**src/rtl/wb_arb_pkg.sv**
```systemverilog
// Shared types and defaults for the two-master Wishbone bus arbiter.
package wb_arb_pkg;

    localparam int unsigned ARB_ADDR_W  = 16;
    localparam int unsigned ARB_DATA_W  = 16;
    localparam int unsigned ARB_SEL_W   = ARB_DATA_W / 8;
    localparam int unsigned ARB_TIMEOUT = 16;

    typedef enum logic [1:0] {
        ARB_IDLE,
        ARB_XFER,
        ARB_RESP
    } arb_state_t;

    typedef enum logic {
        GNT_I,
        GNT_D
    } arb_grant_t;

    // Round-robin pick: on a tie the master not granted last wins.
    function automatic arb_grant_t arb_pick(input logic i_req, input logic d_req,
                                            input arb_grant_t last);
        if (i_req && d_req) begin
            return (last == GNT_D) ? GNT_I : GNT_D;
        end else if (i_req) begin
            return GNT_I;
        end else begin
            return GNT_D;
        end
    endfunction

endpackage

```
**src/rtl/wb_arb_timer.sv**
```systemverilog
// Transfer watchdog: counts enabled cycles and flags the TIMEOUT-th one.
module wb_arb_timer #(
    parameter int unsigned TIMEOUT = 16
) (
    input  logic clk,
    input  logic rst,
    input  logic clr,
    input  logic en,
    output logic tc
);

    localparam int unsigned CNT_W = $clog2(TIMEOUT + 1);

    logic [CNT_W-1:0] cnt_q, cnt_d;

    // cnt_q holds the number of already-completed enabled cycles, so the
    // current cycle is number cnt_q + 1; saturate once terminal is reached.
    always_comb begin
        cnt_d = cnt_q;
        if (clr) begin
            cnt_d = '0;
        end else if (en && !tc) begin
            cnt_d = cnt_q + 1'b1;
        end
    end

    // Counter register with synchronous reset.
    always_ff @(posedge clk) begin
        if (rst) begin
            cnt_q <= '0;
        end else begin
            cnt_q <= cnt_d;
        end
    end

    assign tc = (cnt_q == CNT_W'(TIMEOUT - 1));

endmodule

```
**src/rtl/wb_bus_arbiter.sv**
```systemverilog
// Two-master (fetch / load-store) Wishbone arbiter with round-robin
// tie-break, one transfer in flight, and ack-or-timeout response.
module wb_bus_arbiter
    import wb_arb_pkg::*;
#(
    parameter int unsigned ADDR_W  = ARB_ADDR_W,
    parameter int unsigned DATA_W  = ARB_DATA_W,
    parameter int unsigned SEL_W   = ARB_SEL_W,
    parameter int unsigned TIMEOUT = ARB_TIMEOUT
) (
    input  logic              clk,
    input  logic              rst,
    // fetch master
    input  logic              i_stb_in,
    input  logic [ADDR_W-1:0] i_adr_in,
    output logic [DATA_W-1:0] i_data_out,
    output logic              i_akn_out,
    output logic              i_err_out,
    // load/store master
    input  logic              d_stb_in,
    input  logic              d_we_in,
    input  logic [ADDR_W-1:0] d_adr_in,
    input  logic [DATA_W-1:0] d_data_in,
    input  logic [SEL_W-1:0]  d_sel_in,
    output logic [DATA_W-1:0] d_data_out,
    output logic              d_akn_out,
    output logic              d_err_out,
    // Wishbone slave side
    output logic              cyc_out,
    output logic              stb_out,
    output logic              we_out,
    output logic [ADDR_W-1:0] adr_out,
    output logic [DATA_W-1:0] data_out,
    output logic [SEL_W-1:0]  sel_out,
    input  logic [DATA_W-1:0] data_in,
    input  logic              akn_in
);

    arb_state_t        state_q, state_d;
    arb_grant_t        last_q, last_d;
    arb_grant_t        gnt_q, gnt_d;
    logic              cyc_q, cyc_d;
    logic              we_q, we_d;
    logic [ADDR_W-1:0] adr_q, adr_d;
    logic [DATA_W-1:0] dat_q, dat_d;
    logic [SEL_W-1:0]  sel_q, sel_d;
    logic              i_akn_q, i_akn_d;
    logic              i_err_q, i_err_d;
    logic              d_akn_q, d_akn_d;
    logic              d_err_q, d_err_d;
    logic [DATA_W-1:0] i_rdata_q, i_rdata_d;
    logic [DATA_W-1:0] d_rdata_q, d_rdata_d;
    logic              tmr_tc;

    // Timer runs only while a transfer is on the bus.
    wb_arb_timer #(
        .TIMEOUT (TIMEOUT)
    ) u_timer (
        .clk (clk),
        .rst (rst),
        .clr (state_q != ARB_XFER),
        .en  (state_q == ARB_XFER),
        .tc  (tmr_tc)
    );

    // Next-state, grant and output-register logic.
    always_comb begin
        state_d   = state_q;
        last_d    = last_q;
        gnt_d     = gnt_q;
        cyc_d     = cyc_q;
        we_d      = we_q;
        adr_d     = adr_q;
        dat_d     = dat_q;
        sel_d     = sel_q;
        i_rdata_d = i_rdata_q;
        d_rdata_d = d_rdata_q;
        i_akn_d   = 1'b0;
        i_err_d   = 1'b0;
        d_akn_d   = 1'b0;
        d_err_d   = 1'b0;

        unique case (state_q)
            ARB_IDLE: begin
                if (i_stb_in || d_stb_in) begin
                    gnt_d   = arb_pick(i_stb_in, d_stb_in, last_q);
                    last_d  = gnt_d;
                    cyc_d   = 1'b1;
                    state_d = ARB_XFER;
                    if (gnt_d == GNT_I) begin
                        adr_d = i_adr_in;
                        we_d  = 1'b0;
                        sel_d = '1;
                        dat_d = '0;
                    end else begin
                        adr_d = d_adr_in;
                        we_d  = d_we_in;
                        sel_d = d_sel_in;
                        dat_d = d_data_in;
                    end
                end
            end
            ARB_XFER: begin
                // Ack is tested first so an ack on the last allowed cycle wins.
                if (akn_in) begin
                    cyc_d   = 1'b0;
                    state_d = ARB_RESP;
                    if (gnt_q == GNT_I) begin
                        i_akn_d   = 1'b1;
                        i_rdata_d = data_in;
                    end else begin
                        d_akn_d = 1'b1;
                        if (!we_q) begin
                            d_rdata_d = data_in;
                        end
                    end
                end else if (tmr_tc) begin
                    cyc_d   = 1'b0;
                    state_d = ARB_RESP;
                    if (gnt_q == GNT_I) begin
                        i_err_d = 1'b1;
                    end else begin
                        d_err_d = 1'b1;
                    end
                end
            end
            ARB_RESP: begin
                // Requests are still held here; returning to IDLE first
                // prevents granting the just-finished request a second time.
                state_d = ARB_IDLE;
            end
            default: begin
                state_d = ARB_IDLE;
            end
        endcase
    end

    // State and output registers, synchronous reset.
    always_ff @(posedge clk) begin
        if (rst) begin
            state_q   <= ARB_IDLE;
            last_q    <= GNT_D;
            gnt_q     <= GNT_I;
            cyc_q     <= 1'b0;
            we_q      <= 1'b0;
            adr_q     <= '0;
            dat_q     <= '0;
            sel_q     <= '0;
            i_akn_q   <= 1'b0;
            i_err_q   <= 1'b0;
            d_akn_q   <= 1'b0;
            d_err_q   <= 1'b0;
            i_rdata_q <= '0;
            d_rdata_q <= '0;
        end else begin
            state_q   <= state_d;
            last_q    <= last_d;
            gnt_q     <= gnt_d;
            cyc_q     <= cyc_d;
            we_q      <= we_d;
            adr_q     <= adr_d;
            dat_q     <= dat_d;
            sel_q     <= sel_d;
            i_akn_q   <= i_akn_d;
            i_err_q   <= i_err_d;
            d_akn_q   <= d_akn_d;
            d_err_q   <= d_err_d;
            i_rdata_q <= i_rdata_d;
            d_rdata_q <= d_rdata_d;
        end
    end

    assign cyc_out    = cyc_q;
    assign stb_out    = cyc_q;
    assign we_out     = we_q;
    assign adr_out    = adr_q;
    assign data_out   = dat_q;
    assign sel_out    = sel_q;
    assign i_akn_out  = i_akn_q;
    assign i_err_out  = i_err_q;
    assign d_akn_out  = d_akn_q;
    assign d_err_out  = d_err_q;
    assign i_data_out = i_rdata_q;
    assign d_data_out = d_rdata_q;

endmodule

```
**config.mk**
```make
export PLATFORM = sky130hd
export DESIGN_NAME = wb_bus_arbiter
export DESIGN_NICKNAME = d
export VERILOG_FILES = /design/src/rtl/wb_arb_pkg.sv /design/src/rtl/wb_arb_timer.sv /design/src/rtl/wb_bus_arbiter.sv
export SDC_FILE = /design/constraint.sdc
export NUM_CORES = 1
export LEC_CHECK = 0
export CORE_ASPECT_RATIO = 0.8
export CORE_MARGIN = 4
export CORE_UTILIZATION = 45
export DETAILED_ROUTE_END_ITERATION = 6
export PLACE_DENSITY = 0.85
export REMOVE_ABC_BUFFERS = 1
export SLEW_MARGIN = 20
export SYNTH_ARGS = -nofsm -noshare
export SYNTH_HDL_FRONTEND = slang
export SYNTH_HIERARCHICAL = 1
export SYNTH_SLANG_ARGS = --single-unit
export TNS_END_PERCENT = 100
```
**constraint.sdc**
```tcl
create_clock -name clk -period 4 [get_ports clk]
set_input_delay 1 -clock clk [delete_from_list [all_inputs] [get_ports clk]]
set_output_delay 1 -clock clk [all_outputs]
set_load 0.005 [all_outputs]
```
# ---- After elaboration in Yosys (flattened, before gate mapping)
# Index checks and enable logic that the tools add are counted.
dict set report totals {
  elab_cells 59
  register_bits 81
  inputBits 72
  out_inout_bits 73
}
dict set report op_classes {
  addsub 1
  n_eq_ne 5
  bitwise 5
  reduce_logical 14
  n_mux 19
}
# op n
set op_table {}
lappend op_table {{16-bit 2-to-1 mux} 2}
lappend op_table {{1-bit 2-to-1 mux} 11}
lappend op_table {{2-bit 2-to-1 mux} 4}
lappend op_table {{3-bit AND reduction} 2}
lappend op_table {{5-bit by 1-bit adder with 5-bit output (second input constant)} 1}
lappend op_table {{5-bit by 4-bit == test with 1-bit output (second input constant)} 1}
lappend op_table {{1-bit NOT} 5}
lappend op_table {{2-bit one-hot mux with 2 select lines} 1}
lappend op_table {{2-bit AND reduction} 2}
lappend op_table {{4-bit AND reduction} 1}
lappend op_table {{4-bit OR reduction} 1}
lappend op_table {{3-bit inequality test (second input constant)} 1}
lappend op_table {{3-bit OR reduction} 1}
lappend op_table {{2-bit by 1-bit == test with 1-bit output (second input constant)} 1}
lappend op_table {{1-bit logical AND} 2}
lappend op_table {{2-bit zero test} 1}
lappend op_table {{2-bit by 1-bit inequality test with 1-bit output (second input constant)} 1}
lappend op_table {{2-bit inequality test (second input constant)} 1}
lappend op_table {{1-bit one-hot mux with 2 select lines} 1}
lappend op_table {{2-bit nonzero test} 1}
lappend op_table {{2-bit OR reduction} 1}
lappend op_table {{1-bit zero test} 1}
lappend op_table {{1-bit logical OR} 1}

# ---- Longest topological paths before layout
dict set report logic_depth {
  ltp_word 5
  ltp_mapped 6
  mapped_depth_nobuf 6
}

# ---- By module
# The synthesis kept the hierarchy.
# module instances cells_each seq_area_each_um2 area_per_inst_um2
set modules_own_cells {}
lappend modules_own_cells {wb_bus_arbiter 1 320 1521.5 3006.6}
lappend modules_own_cells {wb_arb_timer 1 26 100.1 241.5}

# ---- Worst setup path after synthesis
# Ideal clock, no wire load.
dict set report synth_path {
  path_kind {input to register}
  from {input i_stb_in}
  to {register adr_q[10] (netlist: adr_out[10])}
  setup_time_ns 0.091
  n_path_buf 3
  path_stages 6
  slack_ns 1.981
  t_required_ns 3.909
  arrival_ns 1.928
  cell_sequence {or2_1 > clkbuf_1 > and2_1 > buf_6 > buf_6 > a311oi_1}
}
dict set report synth_between {
  elab_chain_cells 5
  word_cells_on_any_way 8
  classes_between {5 x mux; 3 x reduce/logical}
}
# element line_no
set synth_lines {}
lappend synth_lines {{start, declared} wb_bus_arbiter.sv:14} ;# input logic i_stb_in,
lappend synth_lines {{1-bit 2-to-1 mux or 1-bit logical AND (tied branches)} {wb_arb_pkg.sv:25, wb_arb_pkg.sv:23}}
lappend synth_lines {{1-bit 2-to-1 mux} wb_arb_pkg.sv:23} ;# if (i_req && d_req) begin
lappend synth_lines {{1-bit 2-to-1 mux} wb_bus_arbiter.sv:85} ;# if (i_stb_in || d_stb_in) begin
lappend synth_lines {{1-bit 2-to-1 mux} wb_bus_arbiter.sv:83} ;# unique case (state_q)
lappend synth_lines {{16-bit 2-to-1 mux} wb_bus_arbiter.sv:90} ;# if (gnt_d == GNT_I) begin
lappend synth_lines {{end signal, assigned} wb_bus_arbiter.sv:161} ;# adr_q <= adr_d;
lappend synth_lines {{end, declared} wb_bus_arbiter.sv:44} ;# logic [ADDR_W-1:0] adr_q, adr_d;
# Several ways; a longest one is shown, not always the timed one. The select of a mux whose other input is x is not followed.
# A chain may end at the register's enable or synchronous reset.

# ---- Final worst setup path
dict set report layout_path {
  from {input i_stb_in}
  to {register adr_q[5] (netlist: adr_out[5])}
}
# Same word-level chain as after synthesis.

==> results.py <==
metrics = {
    "synth": {
        "synth_top_area_share_pct": 49.9,
        "synth_area_per_cell_um2": 9.39,
        "synth_edf_count": 0,
        "synth_top_area_cell": "dfxtp_1",
        "ys_seq_elements": 81,
        "synthFlopType": "dfxtp_1",
        "ys_seq_area_share_pct": 49.9,
        "synth_area_leaders": "dfxtp_1, nand2b_1, a21oi_1",
        "synthCells": 346,
        "ys_async_sr_fraction_pct": 0,
        "syn_area_um2": 3250,
        "yosys_warnings": 6,
        "synth_cell_types": 42,
    },
    "grt": {
        "grt_pass1_vias": 3011,
        "antenna_found_initial": 0,
        "overflow": 0,
        "grt_max_degree": 66,
        "grt_pass1_wl_mm": 14.4,
        "grt_usage_pct": 21.2,
    },
    "route": {
        "drc": 0,
        "viasPerCell": 5.38,
        "drt_first_pass_iters": 4,
        "ant_nets": 0,
        "num_vias": 3044,
        "wire_per_inst_um": 16.2,
        "routed_wl_mm": 9.17,
        "initialDrtViolationCount": 117,
    },
    "worst_setup_path": {
        "rrSetupSlack_ns": 1.87,
        "r2r-end": "data_out[6]$_SDFFE_PP0P_",
        "criticalPathCategory": "in2reg",
        "cp_data_arrival_time_ns": 2.97,
        "start_kind": "input pin",
        "end_kind": "flop",
        "r2r_cells": 3,
        "worst-path-max-fanout": 22,
        "r2r_start": "state_q[0]$_SDFFE_PP0P_",
        "worstPathRequired_ns": 4.18,
    },
    "status": {
        "status": "finished, final reports clean",
    },
    "min_path": {
        "holdCritStartpoint": "i_data_out[2]$_SDFFE_PP0P_",
        "hold_class": "reg2reg",
        "hold_depth": 2,
        "hold_end": "i_data_out[2]$_SDFFE_PP0P_",
    },
    "finish": {
        "fin_util_pct": 69.4,
        "drive_above_1_share_pct": 5.85,
        "antenna_cells": 0,
        "nets": 549,
        "area_delta_synth_final_pct": 48.8,
    },
    "die": {
        "chipHeight_um": 84.0,
        "fp.dieW_um": 103,
        "die_area_um2": 8650,
        "core_region_area_um2": 6960,
        "start_util_pct": 46.7,
        "num_rows": 27,
        "io_pins": 145,
    },
    "timing": {
        "fin_worst_skew_ns": 0.0122,
        "max_freq_mhz": 359,
        "finalHoldViolCount": 0,
        "relSlewSlack_pct": 38.2,
        "tns_ns": 0,
        "fin_crit_ns": 2.79,
        "slew_violations": 0,
        "whs_ns": 0.458,
        "rsz0062_at_grt": "no",
        "min_period_over_period_pct": 69.6,
        "worst_pin_slew_ns": 0.926,
        "setup_violations": 0,
    },
    "clocking": {
        "htreeDepth": 3,
        "cts_tree": "yes",
        "cts_sinks": 81,
        "cts_root_buf": "clkbuf_8",
        "cts_resized": 0,
        "numCtsBuffers": 9,
        "cts_setup_buffers": 0,
        "hold_buffers": 0,
        "clock_latency_ns": 0.35,
        "cts_buffer_depth": 2,
        "clkTransAtPathRegs_ns": 0.08,
    },
    "place": {
        "dp_hpwl_mm": 6.80,
        "portBuffers": 144,
        "routabilityCongestion": 0.745,
    },
    "power": {
        "leakagePower_nw": 1.71,
        "p_per_area_nw_per_um2": 352,
        "ir_drop_mv": 0.210,
    },
    "run": {
        "maxCapViolCount": 0,
    },
}
critical path: stages:
cell and delay (ns):
clkdlybuf4s50_1 0.47, buf_4 0.24, or2_1 0.42, and2_1 0.63
a311oi_1 0.20
registers in the layout, summed over array words and instances (netlist names), 2 cells and up:
signal and count:
data_out 16, adr_out 16, state_q 2, u_timer/cnt_q 5, d_data_out 16, sel_out 2
i_data_out 16
report_power, final:
group,switching (mW),internal [mW]
Combinational,0.133,0.184
Clock,0.284,0.221
Sequential,0.0273,0.851
Total,0.445,1.25
kinds of logic (layout without fill, tap and decap cells):
group,count (synthesis),in the layout,synth area share (%)
AOI/OAI and AO/OA,97,97,19.3
xor gates and xnor gates,2,2,0.539
adders and majority gates,2,2,0.770
buffers and inverters,33,166,5.05
DFF,81,81,49.9
muxes,16,16,4.93
and+or+nand+nor,115,115,19.5
metal layers:
layer	routed length, um	GRT usage [%]	up-vias
met5	0	0	-
li1	-	-	1483
met3	775	7.85	19
met4	237	8.47	0
met1	3800	26.6	1427
met2	4360	32.5	115
layout by cell type (no fill, tap or decap), drive strengths merged, types with 2 or more instances in the layout:
cell type and count:
a22o 17, inv 3, a211oi 3, buf 5, nand2 36, a311oi 16
ha 2, and4b 2, and3 2, clkinvlp 2, clkbuf 10, clkdlybuf4s50 143
dfxtp 81, or2 2, nor3 4, clkinv 3, a21oi 41, o21ai 17
and2b 3, nor2 9, nand3 17, nand2b 34, mux2i 16
final cells by class:
| cell class | count | area (um^2) |
|---|---|---|
| inverters | 3 | 11.3 |
| repair buffers | 148 | 1470 |
| clock buffers | 10 | 128 |
| flip-flops and latches | 81 | 1620 |
| multi-input cells | 232 | 1460 |
| fillers | 553 | 2130 |
| clock inverters | 5 | 33.8 |
| well taps | 87 | 109 |
synthesized netlist by cell type, types with 3 or more instances:
library cell  count
nor2_1            8
nand2b_1         33
a211oi_1          3
nand2_1          36
a311oi_1         16
clkbuf_1         19
a22o_1           17
nor3_1            3
nand3_1          17
o21ai_0          17
mux2i_1          16
a21oi_1          40
buf_2             5
dfxtp_1          81
through the flow:
| step | area (um^2) | setup WS [ns] | instances | total power [mW] |
|---|---|---|---|---|
| final | 4830 | 1.21 | 566 | 1.70 |
| after global routing | 4830 | 1.05 | 566 | 1.77 |
| after CTS | 4830 | 1.24 | 566 | 1.72 |
| after detailed placement | 4670 | 0.872 | 551 | 1.21 |
| after global placement | 4670 | 0.983 | 551 | 1.20 |
| after floorplan | 3100 | 1.80 | 316 | 1.01 |
how the worst max path moves through the flow:
stage,from,endpoint,slack (ns),cells past startpoint
after floorplan,i_stb_in,data_out[0]$_SDFFE_PP0P_,1.80,3
after global placement,i_stb_in,adr_out[6]$_SDFFE_PP0P_,0.98,5
after detailed placement,i_stb_in,adr_out[10]$_SDFFE_PP0P_,0.87,5
after CTS,i_stb_in,adr_out[5]$_SDFFE_PP0P_,1.24,5
after global routing,i_stb_in,adr_out[8]$_SDFFE_PP0P_,1.05,5
final,i_stb_in,adr_out[5]$_SDFFE_PP0P_,1.21,5
No activity file was read; power rests on OpenSTA's default activity.
